### src/rtl/gpio_pkg.sv
// rtl/gpio_pkg.sv - shared read-FSM encoding and CTRL bit positions for gpio_in_ext
package gpio_pkg;

    typedef enum logic [1:0] {
        ST_IDLE = 2'd0,
        ST_WAIT = 2'd1,
        ST_RESP = 2'd2
    } rd_state_t;

    localparam int CTRL_BLOCK        = 0;
    localparam int CTRL_IRQ_EN       = 1;
    localparam int CTRL_TIMEOUT_FLAG = 7;

endpackage

### src/rtl/gpio_prio_enc.sv
// rtl/gpio_prio_enc.sv - lowest-numbered pending channel encoder
module gpio_prio_enc #(
    parameter int CHANNELS = 4
) (
    input  logic [CHANNELS-1:0] pending,
    output logic [5:0]          index,
    output logic                none
);

    // Scan from the top down so the lowest set bit is the last one to win.
    always_comb begin
        index = 6'd0;
        none  = 1'b1;
        for (int i = CHANNELS - 1; i >= 0; i--) begin
            if (pending[i]) begin
                index = 6'(i);
                none  = 1'b0;
            end
        end
    end

endmodule

### src/rtl/gpio_in_ext.sv
// rtl/gpio_in_ext.sv - captured multi-channel input port with blocking bus reads (optional irq: GPIO_IN_IRQ_EN)
module gpio_in_ext #(
    parameter int CHANNELS = 4,
    parameter int ADDR_W   = 3,
    parameter int TIMEOUT  = 255
) (
    input  logic                  clk,
    input  logic                  reset,
    input  logic [ADDR_W-1:0]     address,
    input  logic [7:0]            data_in,
    output logic [7:0]            data_out,
    input  logic                  read,
    input  logic                  write,
    output logic                  ready_r,
    output logic                  ready_w,
    input  logic [CHANNELS-1:0]   port_write,
    input  logic [CHANNELS*8-1:0] port_in
`ifdef GPIO_IN_IRQ_EN
    ,
    output logic                  irq
`endif
);

    import gpio_pkg::*;

    localparam int CTRL_ADDR   = CHANNELS;
    localparam int STATUS_ADDR = CHANNELS + 1;

    logic [7:0]          data [CHANNELS];
    logic [CHANNELS-1:0] pending;
    logic                ctrl_block;
    logic                ctrl_tmo;
    logic                irq_en_bit;
    rd_state_t           state;
    rd_state_t           state_next;
    logic [ADDR_W-1:0]   rd_addr;
    logic [15:0]         counter;
    logic [5:0]          prio_idx;
    logic                prio_none;
    logic [7:0]          status_val;
    logic [7:0]          ctrl_val;
    logic [7:0]          rd_data;
    logic                addr_is_chan;
    logic                addr_ready;
    logic                rd_is_chan;
    logic                pw_hit;
    logic                accept;
    logic                rd_done;
    logic                tmo_hit;

    gpio_prio_enc #(.CHANNELS(CHANNELS)) u_prio (
        .pending (pending),
        .index   (prio_idx),
        .none    (prio_none)
    );

`ifdef GPIO_IN_IRQ_EN
    logic ctrl_irq_en;
    assign irq_en_bit = ctrl_irq_en;

    // Interrupt is a registered view of "anything pending" gated by IRQ_EN.
    always_ff @(posedge clk) begin
        if (reset) begin
            irq <= 1'b0;
        end else begin
            irq <= (|pending) & ctrl_irq_en;
        end
    end
`else
    assign irq_en_bit = 1'b0;
`endif

    assign status_val = {prio_none, 1'b0, prio_idx};
    assign ctrl_val   = {ctrl_tmo, 5'b00000, irq_en_bit, ctrl_block};

    // Decode the live bus address (for read acceptance) and the latched read address (for the response).
    always_comb begin
        addr_is_chan = 1'b0;
        addr_ready   = 1'b0;
        rd_is_chan   = 1'b0;
        pw_hit       = 1'b0;
        rd_data      = 8'h00;
        for (int i = 0; i < CHANNELS; i++) begin
            if (int'(address) == i) begin
                addr_is_chan = 1'b1;
                addr_ready   = pending[i] | port_write[i];
            end
            if (int'(rd_addr) == i) begin
                rd_is_chan = 1'b1;
                pw_hit     = port_write[i];
                rd_data    = data[i];
            end
        end
        if (int'(rd_addr) == CTRL_ADDR) begin
            rd_data = ctrl_val;
        end else if (int'(rd_addr) == STATUS_ADDR) begin
            rd_data = status_val;
        end
    end

    // Read FSM next state; a read is not re-accepted while the previous ready_r is still visible.
    always_comb begin
        state_next = state;
        accept     = 1'b0;
        rd_done    = 1'b0;
        tmo_hit    = 1'b0;
        case (state)
            ST_IDLE: begin
                if (read && !ready_r) begin
                    accept = 1'b1;
                    if (!ctrl_block || !addr_is_chan || addr_ready) begin
                        state_next = ST_RESP;
                    end else begin
                        state_next = ST_WAIT;
                    end
                end
            end
            ST_WAIT: begin
                if (!read) begin
                    state_next = ST_IDLE;
                end else if (pw_hit) begin
                    state_next = ST_RESP;
                end else if (counter <= 16'd1) begin
                    state_next = ST_RESP;
                    tmo_hit    = 1'b1;
                end
            end
            ST_RESP: begin
                state_next = ST_IDLE;
                rd_done    = 1'b1;
            end
            default: state_next = ST_IDLE;
        endcase
    end

    // Read FSM state register.
    always_ff @(posedge clk) begin
        if (reset) begin
            state <= ST_IDLE;
        end else begin
            state <= state_next;
        end
    end

    // Channel data, pending flags, CTRL, timeout counter and bus response registers.
    always_ff @(posedge clk) begin
        if (reset) begin
            for (int i = 0; i < CHANNELS; i++) begin
                data[i] <= 8'h00;
            end
            pending    <= '0;
            ctrl_block <= 1'b0;
            ctrl_tmo   <= 1'b0;
`ifdef GPIO_IN_IRQ_EN
            ctrl_irq_en <= 1'b0;
`endif
            counter    <= 16'd0;
            rd_addr    <= '0;
            data_out   <= 8'h00;
            ready_r    <= 1'b0;
            ready_w    <= 1'b0;
        end else begin
            ready_w <= write;
            ready_r <= rd_done;
            if (rd_done) begin
                data_out <= rd_data;
            end
            if (accept) begin
                rd_addr <= address;
                counter <= 16'(TIMEOUT);
            end else if (state == ST_WAIT && counter != 16'd0) begin
                counter <= counter - 16'd1;
            end
            // Port capture beats both a bus write and a read-completion clear on the same channel.
            for (int i = 0; i < CHANNELS; i++) begin
                if (port_write[i]) begin
                    data[i]    <= port_in[8*i +: 8];
                    pending[i] <= 1'b1;
                end else begin
                    if (write && int'(address) == i) begin
                        data[i] <= data_in;
                    end
                    if (rd_done && rd_is_chan && int'(rd_addr) == i) begin
                        pending[i] <= 1'b0;
                    end
                end
            end
            // A CTRL write with bit7 set only clears the timeout flag; otherwise it updates the control bits.
            if (write && int'(address) == CTRL_ADDR) begin
                if (data_in[CTRL_TIMEOUT_FLAG]) begin
                    ctrl_tmo <= 1'b0;
                end else begin
                    ctrl_block <= data_in[CTRL_BLOCK];
`ifdef GPIO_IN_IRQ_EN
                    ctrl_irq_en <= data_in[CTRL_IRQ_EN];
`endif
                end
            end
            if (tmo_hit) begin
                ctrl_tmo <= 1'b1;
            end
        end
    end

endmodule

### config.mk
export PLATFORM = sky130hd
export DESIGN_NAME = gpio_in_ext
export DESIGN_NICKNAME = d
export VERILOG_FILES = /design/src/rtl/gpio_pkg.sv /design/src/rtl/gpio_prio_enc.sv /design/src/rtl/gpio_in_ext.sv
export SDC_FILE = /design/constraint.sdc
export NUM_CORES = 1
export LEC_CHECK = 0
export CELL_PAD_IN_SITES_DETAIL_PLACEMENT = 1
export CELL_PAD_IN_SITES_GLOBAL_PLACEMENT = 2
export CORE_MARGIN = 8
export CORE_UTILIZATION = 36
export CTS_CLUSTER_DIAMETER = 150
export CTS_CLUSTER_SIZE = 14
export DETAILED_ROUTE_END_ITERATION = 10
export PLACE_DENSITY = 0.94
export SLEW_MARGIN = 20
export SYNTH_ARGS = -nofsm -noshare
export SYNTH_HDL_FRONTEND = slang
export SYNTH_SLANG_ARGS = --single-unit
export TNS_END_PERCENT = 5
### constraint.sdc
create_clock -name clk -period 4.5 [get_ports clk]
set_input_delay 0.9 -clock clk [delete_from_list [all_inputs] [get_ports clk]]
set_output_delay 0.9 -clock clk [all_outputs]
set_load 0.01 [all_outputs]
==> out/metrics.csv <==
stage;metric;value;unit
detailed_routing;routed vias/inst;5.41;
yosys;Yosys top cell by area;edfxtp_1;
clocking;setup repair bufs after CTS;0;
floorplan;Core Area;0.00924;mm^2
setup_path;worst path required time;4510;ps
clocking;clock-pin transition on the worst setup and hold timing paths;70;ps
clocking;CTS Root Cell;clkbuf_8;
yosys;synthesized cell area;0.00343;mm^2
final_layout;footprint of the multi-input gates;0.00163;mm^2
setup_path;CP Capture Type;flop;
setup_path;Data arrival, critical path;2880;ps
run;max_cap viols;0;
global_route;vias in the first global route;3073;
placed_design;Placement Cell Area;0.00413;mm^2
detailed_routing;routed len/inst;18.8;um
final_layout;ant diodes;0;
clocking;H-tree depth;3;
detailed_routing;routed vias;2804;
floorplan;chip width;114;um
yosys;synthesized instance count;330;
clocking;CTS tree;yes;
final_layout;nets@finish;437;
final_layout;Reg area;0.00170;mm^2
clocking;CTS buffer count;9;
sta;fin crit period;2870;ps
final_layout;non-filler cells in the finished layout;518;
detailed_routing;antenna viol nets, final;0;
placed_design;Final HPWL DP;7620;um
final_layout;share of layout cells above drive strength 1;9.51;%
yosys;Area contributors post-synth;edfxtp_1, dfxtp_1, nor2_1;
status;status;complete, no violations;
floorplan;I/O pins;61;
global_route;antenna violations before repair;0;
sta;Least-Margin Pin Slew;778;ps
sta;Highest Clock Rate;348;MHz
yosys;sequential area share after synthesis;49.6;%
setup_path;R2R cell count;5;
pwr;Max VDD drop;0.000162;V
placed_design;DP Cell Count;502;
clocking;Clock Path Buffers;2;
detailed_routing;final wirelength;9750;um
sta;endpoints failing setup;0;
placed_design;worst slack, placed;1260;ps
clocking;cts repair resizes;0;
setup_path;Setup crit start kind;input pin;
yosys;#FFs+latches synth;69;
sta;setup TNS;0;ps
yosys;post-synth top area share;28.0;%
floorplan;Cell Rows;35;
final_layout;Finished Cell Area;0.00434;mm^2
yosys;Syn Area/Cell;10.4;um^2
sta;final slew viol count;0;
sta;final worst setup slack;1630;ps
hold_path;WHS Path Cells;2;
yosys;Mapped Nets;383;
sta;crit share post-route;63.9;%
floorplan;Die Ht;114;um
setup_path;WS Path Type;input pin to flop;
placed_design;Final GP Congestion;0.849;
hold_path;Hold Crit Class;flop to flop;
setup_path;CP Max Fanout;9;
yosys;Synth warnings;0;
yosys;Post-synth EDFFs;32;
clocking;Sink Count;69;
global_route;largest net degree at the start of global routing;39;
detailed_routing;drt pass-1 iters;8;
clocking;hold-fix buffers at CTS;0;
sta;Fin. Hold Viols;0;
global_route;global-route wire length before repair;16000;um
final_layout;fillcell total;1024;
pwr;static leakage;1.51;nW
sta;Slew headroom;48.0;%
clocking;clk_lat worst skew;350;ps
global_route;Overflow after GRT;0;
detailed_routing;Iteration-0 DRC Markers;149;
yosys;main flop type after synthesis;dfxtp_1;
detailed_routing;# DRC;0;
placed_design;PortBufs;60;
sta;RSZ-0062 raised after global routing;no;
floorplan;Initial Util;37.1;%
yosys;Netlist cell types;52;
pwr;P per Cell Area;346;mW/mm^2
floorplan;Die ar.;0.0129;mm^2
yosys;Synth async-reset ratio;0;%
global_route;Global Route Usage Sum;15.6;%
sta;Setup Skew;11.4;ps
final_layout;Layout area overhead;26.5;%
## cell families after synthesis
logic type,synth area share (%)
AO/OA/AOI/OAI,17.4
flip-flops,49.6
multiplexers,5.76
AND/OR/NAND/NOR,21.7
adder cells (fa/ha/maj),0.729
XOR/XNOR,1.79
buffers and inverters,3.03
## final cells by class
type,instances,area share (%)
sequential,69,39.2
clock inverter,7,2.08
multi-input combinational,235,37.4
tap,129,3.72
inverter,8,0.692
timing repair buffer,61,14.0
clock buffer,9,2.85
## flip-flops by register name, indices dropped and copies added (netlist names)
signal	count
ready_r	1
rd_addr	3
ctrl_tmo	1
data_out	8
state	2
data	32
counter	16
pending	4
ready_w	1
ctrl_block	1
## path summary, 6_finish.rpt
check                           startpoint                  endpoint  slack, ps
hold reg to reg   data_out[0]$_SDFFE_PP0P_  data_out[0]$_SDFFE_PP0P_        480
setup / recovery                address[2]  data[0][3]$_SDFFCE_PN0P_       1630
setup reg to reg   rd_addr[0]$_SDFFE_PP0P_     state[0]$_SDFFE_PP0P_       2640
hold / removal    data_out[0]$_SDFFE_PP0P_  data_out[0]$_SDFFE_PP0P_        480
## cell usage after synthesis (all sizes together) (3+ instances only)
| library cell | count |
|---|---|
| buf | 7 |
| nand4b | 3 |
| mux4 | 7 |
| or3 | 10 |
| o21bai | 3 |
| a22o | 16 |
| clkbuf | 11 |
| nand4 | 3 |
| a22oi | 5 |
| nand2b | 11 |
| edfxtp | 32 |
| nand3 | 5 |
| nor2b | 6 |
| a311oi | 5 |
| nor2 | 53 |
| a21oi | 14 |
| a211oi | 8 |
| inv | 6 |
| mux2i | 4 |
| dfxtp | 37 |
| o21ai | 4 |
| xor2 | 5 |
| o22ai | 16 |
| nor4 | 9 |
| nand2 | 13 |
| nor3 | 11 |
## per-stage QoR
stage | util, % | hold WS, ps | power, mW
CTS | 47.0 | 490 | 1.51
detailed placement | 44.7 | 481 | 0.958
floorplan | - | 443 | 0.855
global placement | 44.7 | 453 | 0.949
global route | 47.0 | 516 | 1.56
finish | 47.0 | 480 | 1.50
## critical path: stages
cell,delay (ps)
clkdlybuf4s50_1,450
nand2b_1,200
or2_2,330
nor4_2,580
or3_1,420
## per-layer routing
metal	track usage [%]	routed length [um]	share of wire (%)	vias up
li1	-	-	-	1361
met1	18.6	4360	45	1356
met2	26.1	4760	49	68
met3	4.07	443	4.5	19
met4	6.75	186	1.9	0
met5	0	0	0	-
## power breakdown
| group | total (mW) | switching (mW) | internal [mW] |
|---|---|---|---|
| sequential | 0.738 | 0.0358 | 0.702 |
| combinational | 0.206 | 0.101 | 0.105 |
| clock | 0.558 | 0.249 | 0.309 |
| total | 1.50 | 0.386 | 1.12 |
## placed cells by master, fill, tap and decap left out, types with 2 or more instances in the layout
| cell | count |
|---|---|
| o22ai_1 | 16 |
| ha_1 | 2 |
| nor4_1 | 5 |
| nand3_1 | 5 |
| a311oi_1 | 5 |
| or4_1 | 2 |
| clkbuf_8 | 9 |
| nor3_2 | 3 |
| clkdlybuf4s50_1 | 60 |
| nand4_1 | 2 |
| nor3_1 | 8 |
| clkinv_1 | 3 |
| nand2b_1 | 10 |
| mux4_2 | 7 |
| nor2_1 | 53 |
| bufinv_16 | 2 |
| o41ai_1 | 2 |
| or3_1 | 10 |
| nand2_1 | 13 |
| clkinv_2 | 2 |
| nand4b_1 | 3 |
| xor2_1 | 5 |
| o21ai_0 | 4 |
| a22o_1 | 16 |
| nor4_4 | 2 |
| o21a_1 | 2 |
| nor2b_1 | 6 |
| xnor2_1 | 2 |
| mux2i_1 | 4 |
| a21oi_1 | 14 |
| dfxtp_1 | 37 |
| a211oi_1 | 7 |
| a31oi_1 | 2 |
| edfxtp_1 | 32 |
| a22oi_1 | 5 |
| nor4_2 | 2 |
| o21bai_1 | 3 |
| inv_1 | 6 |
Power figures use the tool's default switching activity.
==> edit: new RTL, same settings <==
`CHANNELS` is set to 4 in 2 places; all go to 2.
--- a/src/rtl/gpio_prio_enc.sv
+++ b/src/rtl/gpio_prio_enc.sv
@@ -1,6 +1,6 @@
 // rtl/gpio_prio_enc.sv - lowest-numbered pending channel encoder
 module gpio_prio_enc #(
-    parameter int CHANNELS = 4
+    parameter int CHANNELS = 2
 ) (
     input  logic [CHANNELS-1:0] pending,
     output logic [5:0]          index,
--- a/src/rtl/gpio_in_ext.sv
+++ b/src/rtl/gpio_in_ext.sv
@@ -1,6 +1,6 @@
 // rtl/gpio_in_ext.sv - captured multi-channel input port with blocking bus reads (optional irq: GPIO_IN_IRQ_EN)
 module gpio_in_ext #(
-    parameter int CHANNELS = 4,
+    parameter int CHANNELS = 2,
     parameter int ADDR_W   = 3,
     parameter int TIMEOUT  = 255
 ) (
Interface: changed (resized port_in and port_write); port bits go from 61 to 43. The function was not compared with the original's and may differ.
==> edit against the unedited design <==
  * Routed wire length decreased by 30%
  * Clock skew decreased by 0.0070 ns
  * Sequential share of layout area decreased by 2.5 points
  * Worst setup slack improved by 0.081 ns
  * Final area decreased by 26%
  * Area after synthesis decreased by 25%
  * Largest cell class is now multi-input gates
  * Sequential cell count decreased by 18
  * Register-to-register slack got worse by 0.27 ns
  * Non-clock buffer count decreased by 15
  * Total power decreased by 32%
==> edit: results (changes against the unedited design) <==
overflow: 0  # unchanged
postCtsSetupRepairBufs: 0  # unchanged
switching_power_uw: 267.5  # -31%
drt_wl_total_mm: 6.841  # -30%
clockBufferDepth: 2  # unchanged
place_congestion: 0.8007  # -5.7%
top_regs: "counter x16, data x16, data_out x8"
drive_gt1_frac: 0.09646  # +0.001347
synth_cell_type_count: 53  # +1.9%
worstPathArrival_ns: 2.87  # about the same
wl_met1_mm: 2.959  # -32%
first_global_vias: 2302  # -25%
clk_latency_ns: 0.31  # -0.04 ns
diodes: 0  # unchanged
grt_pass1_wl_mm: 11.42  # -29%
skew_ns: 0.004454  # -0.006979 ns
synthFlopType: "dfxtp_1"
cp_max_fo: 8  # -1
grt_antenna_before_repair: 0  # unchanged
portBuffers: 42  # -30%
drt-pass1-iter-count: 4  # -4
clk_pin_slew_ns: 0.10  # +0.03 ns
highest_layer: "met4"
holdBufCountCts: 0  # unchanged
nets: 345  # -21%
clockRootBuffer: "clkbuf_8"
fillers: 818  # -20%
vdd_drop_max_mv: 0.1143  # -29%
cts_inserted_buffers: 5  # -4
synth.area.top_cells: "dfxtp_1, edfxtp_1, mux2i_1"
htree_levels: 2  # -1
hpwlAfterDp_mm: 5.278  # -31%
ctsResizeCount: 0  # unchanged
critPathMaxStageDelay_ns: 0.63  # +0.05 ns
cap_violations: 0  # unchanged
ys_async_sr_fraction: 0  # unchanged
detailroute.wirelength.met2_mm: 3.579  # -25%
synth_nets: 304  # -21%
synth_common_cells: "dfxtp_1, nor2_1, nand2_1"
track_usage: 0.1419  # -0.01438
wl_met3_um: 234  # -47%
status: "finished, final reports clean"
cp_top_family: "simple AND/OR/NAND/NOR gates"
yosysWarnings: 0  # unchanged
grt_use_met3: 0.03384  # -0.006836
power.leakage_nw: 1.237  # -18%
worst_path_max_delay_cell: "nor4b_1"
tns_ns: 0  # unchanged
met1_usage: 0.1575  # -0.02815
use_met2: 0.2608  # about the same
synth_edf_count: 16  # -50%
grt_max_degree: 20  # -49%
drt_iter0_markers: 71  # -52%
num_vias: 2197  # -22%
relSlewSlack: 0.4207  # -0.05968
seq_area_frac_synth: 0.4583  # -0.03774
[edit: logic make-up after synthesis]
group / synth area share
buffers and inverters: 0.03349
adder cells (fa/ha/maj): 0.009707
multiplexers: 0.08495
AND/OR/NAND/NOR: 0.2510
AO/OA/AOI/OAI: 0.1592
XOR/XNOR: 0.003399
flip-flops: 0.4583
[edit: cell type report]
cell class,count,share of cell area
clock inverter,3,0.01479
clock buffer,5,0.02140
timing repair buffer,46,0.1401
inverter,9,0.01051
multi-input combinational,197,0.4074
sequential,51,0.3673
tap,99,0.03852
[edit: worst paths after layout]
kind | from | end | slack (ns) | cells after the start
hold reg to reg | data_out[0] | data_out[0] | 0.49 | 2
setup reg to reg | state[1] | counter[11] | 2.37 | 4
hold / removal | data_out[0] | data_out[0] | 0.49 | 2
setup / recovery | address[0] | data[0][5] | 1.71 | 5
[edit: tightest hold or removal path: stages (launching register included)]
cell,delay [ns]
dfxtp_1,0.33
nand2_1,0.06
a21oi_1,0.06
[edit: power groups by stage]
stage | clock, mW | combinational (mW) | sequential, mW
6_report | 0.339 | 0.151 | 0.528
5_1_grt | 0.361 | 0.167 | 0.533
4_1_cts | 0.348 | 0.153 | 0.529
3_5_place_dp | 0 | 0.152 | 0.539
3_3_place_gp | 0 | 0.148 | 0.537
2_1_floorplan | 0 | 0.0916 | 0.530
[edit: metrics by stage]
step / hold slack (ns) / setup WS [ns] / cells / cell area (µm²)
after global placement: 0.4622 / 1.496 / 402 / 3099
final: 0.4924 / 1.708 / 410 / 3216
after global routing: 0.5132 / 1.628 / 410 / 3216
after detailed placement: 0.4808 / 1.379 / 402 / 3099
after CTS: 0.4961 / 1.698 / 410 / 3216
after floorplan: 0.4399 / 2.075 / 269 / 2577
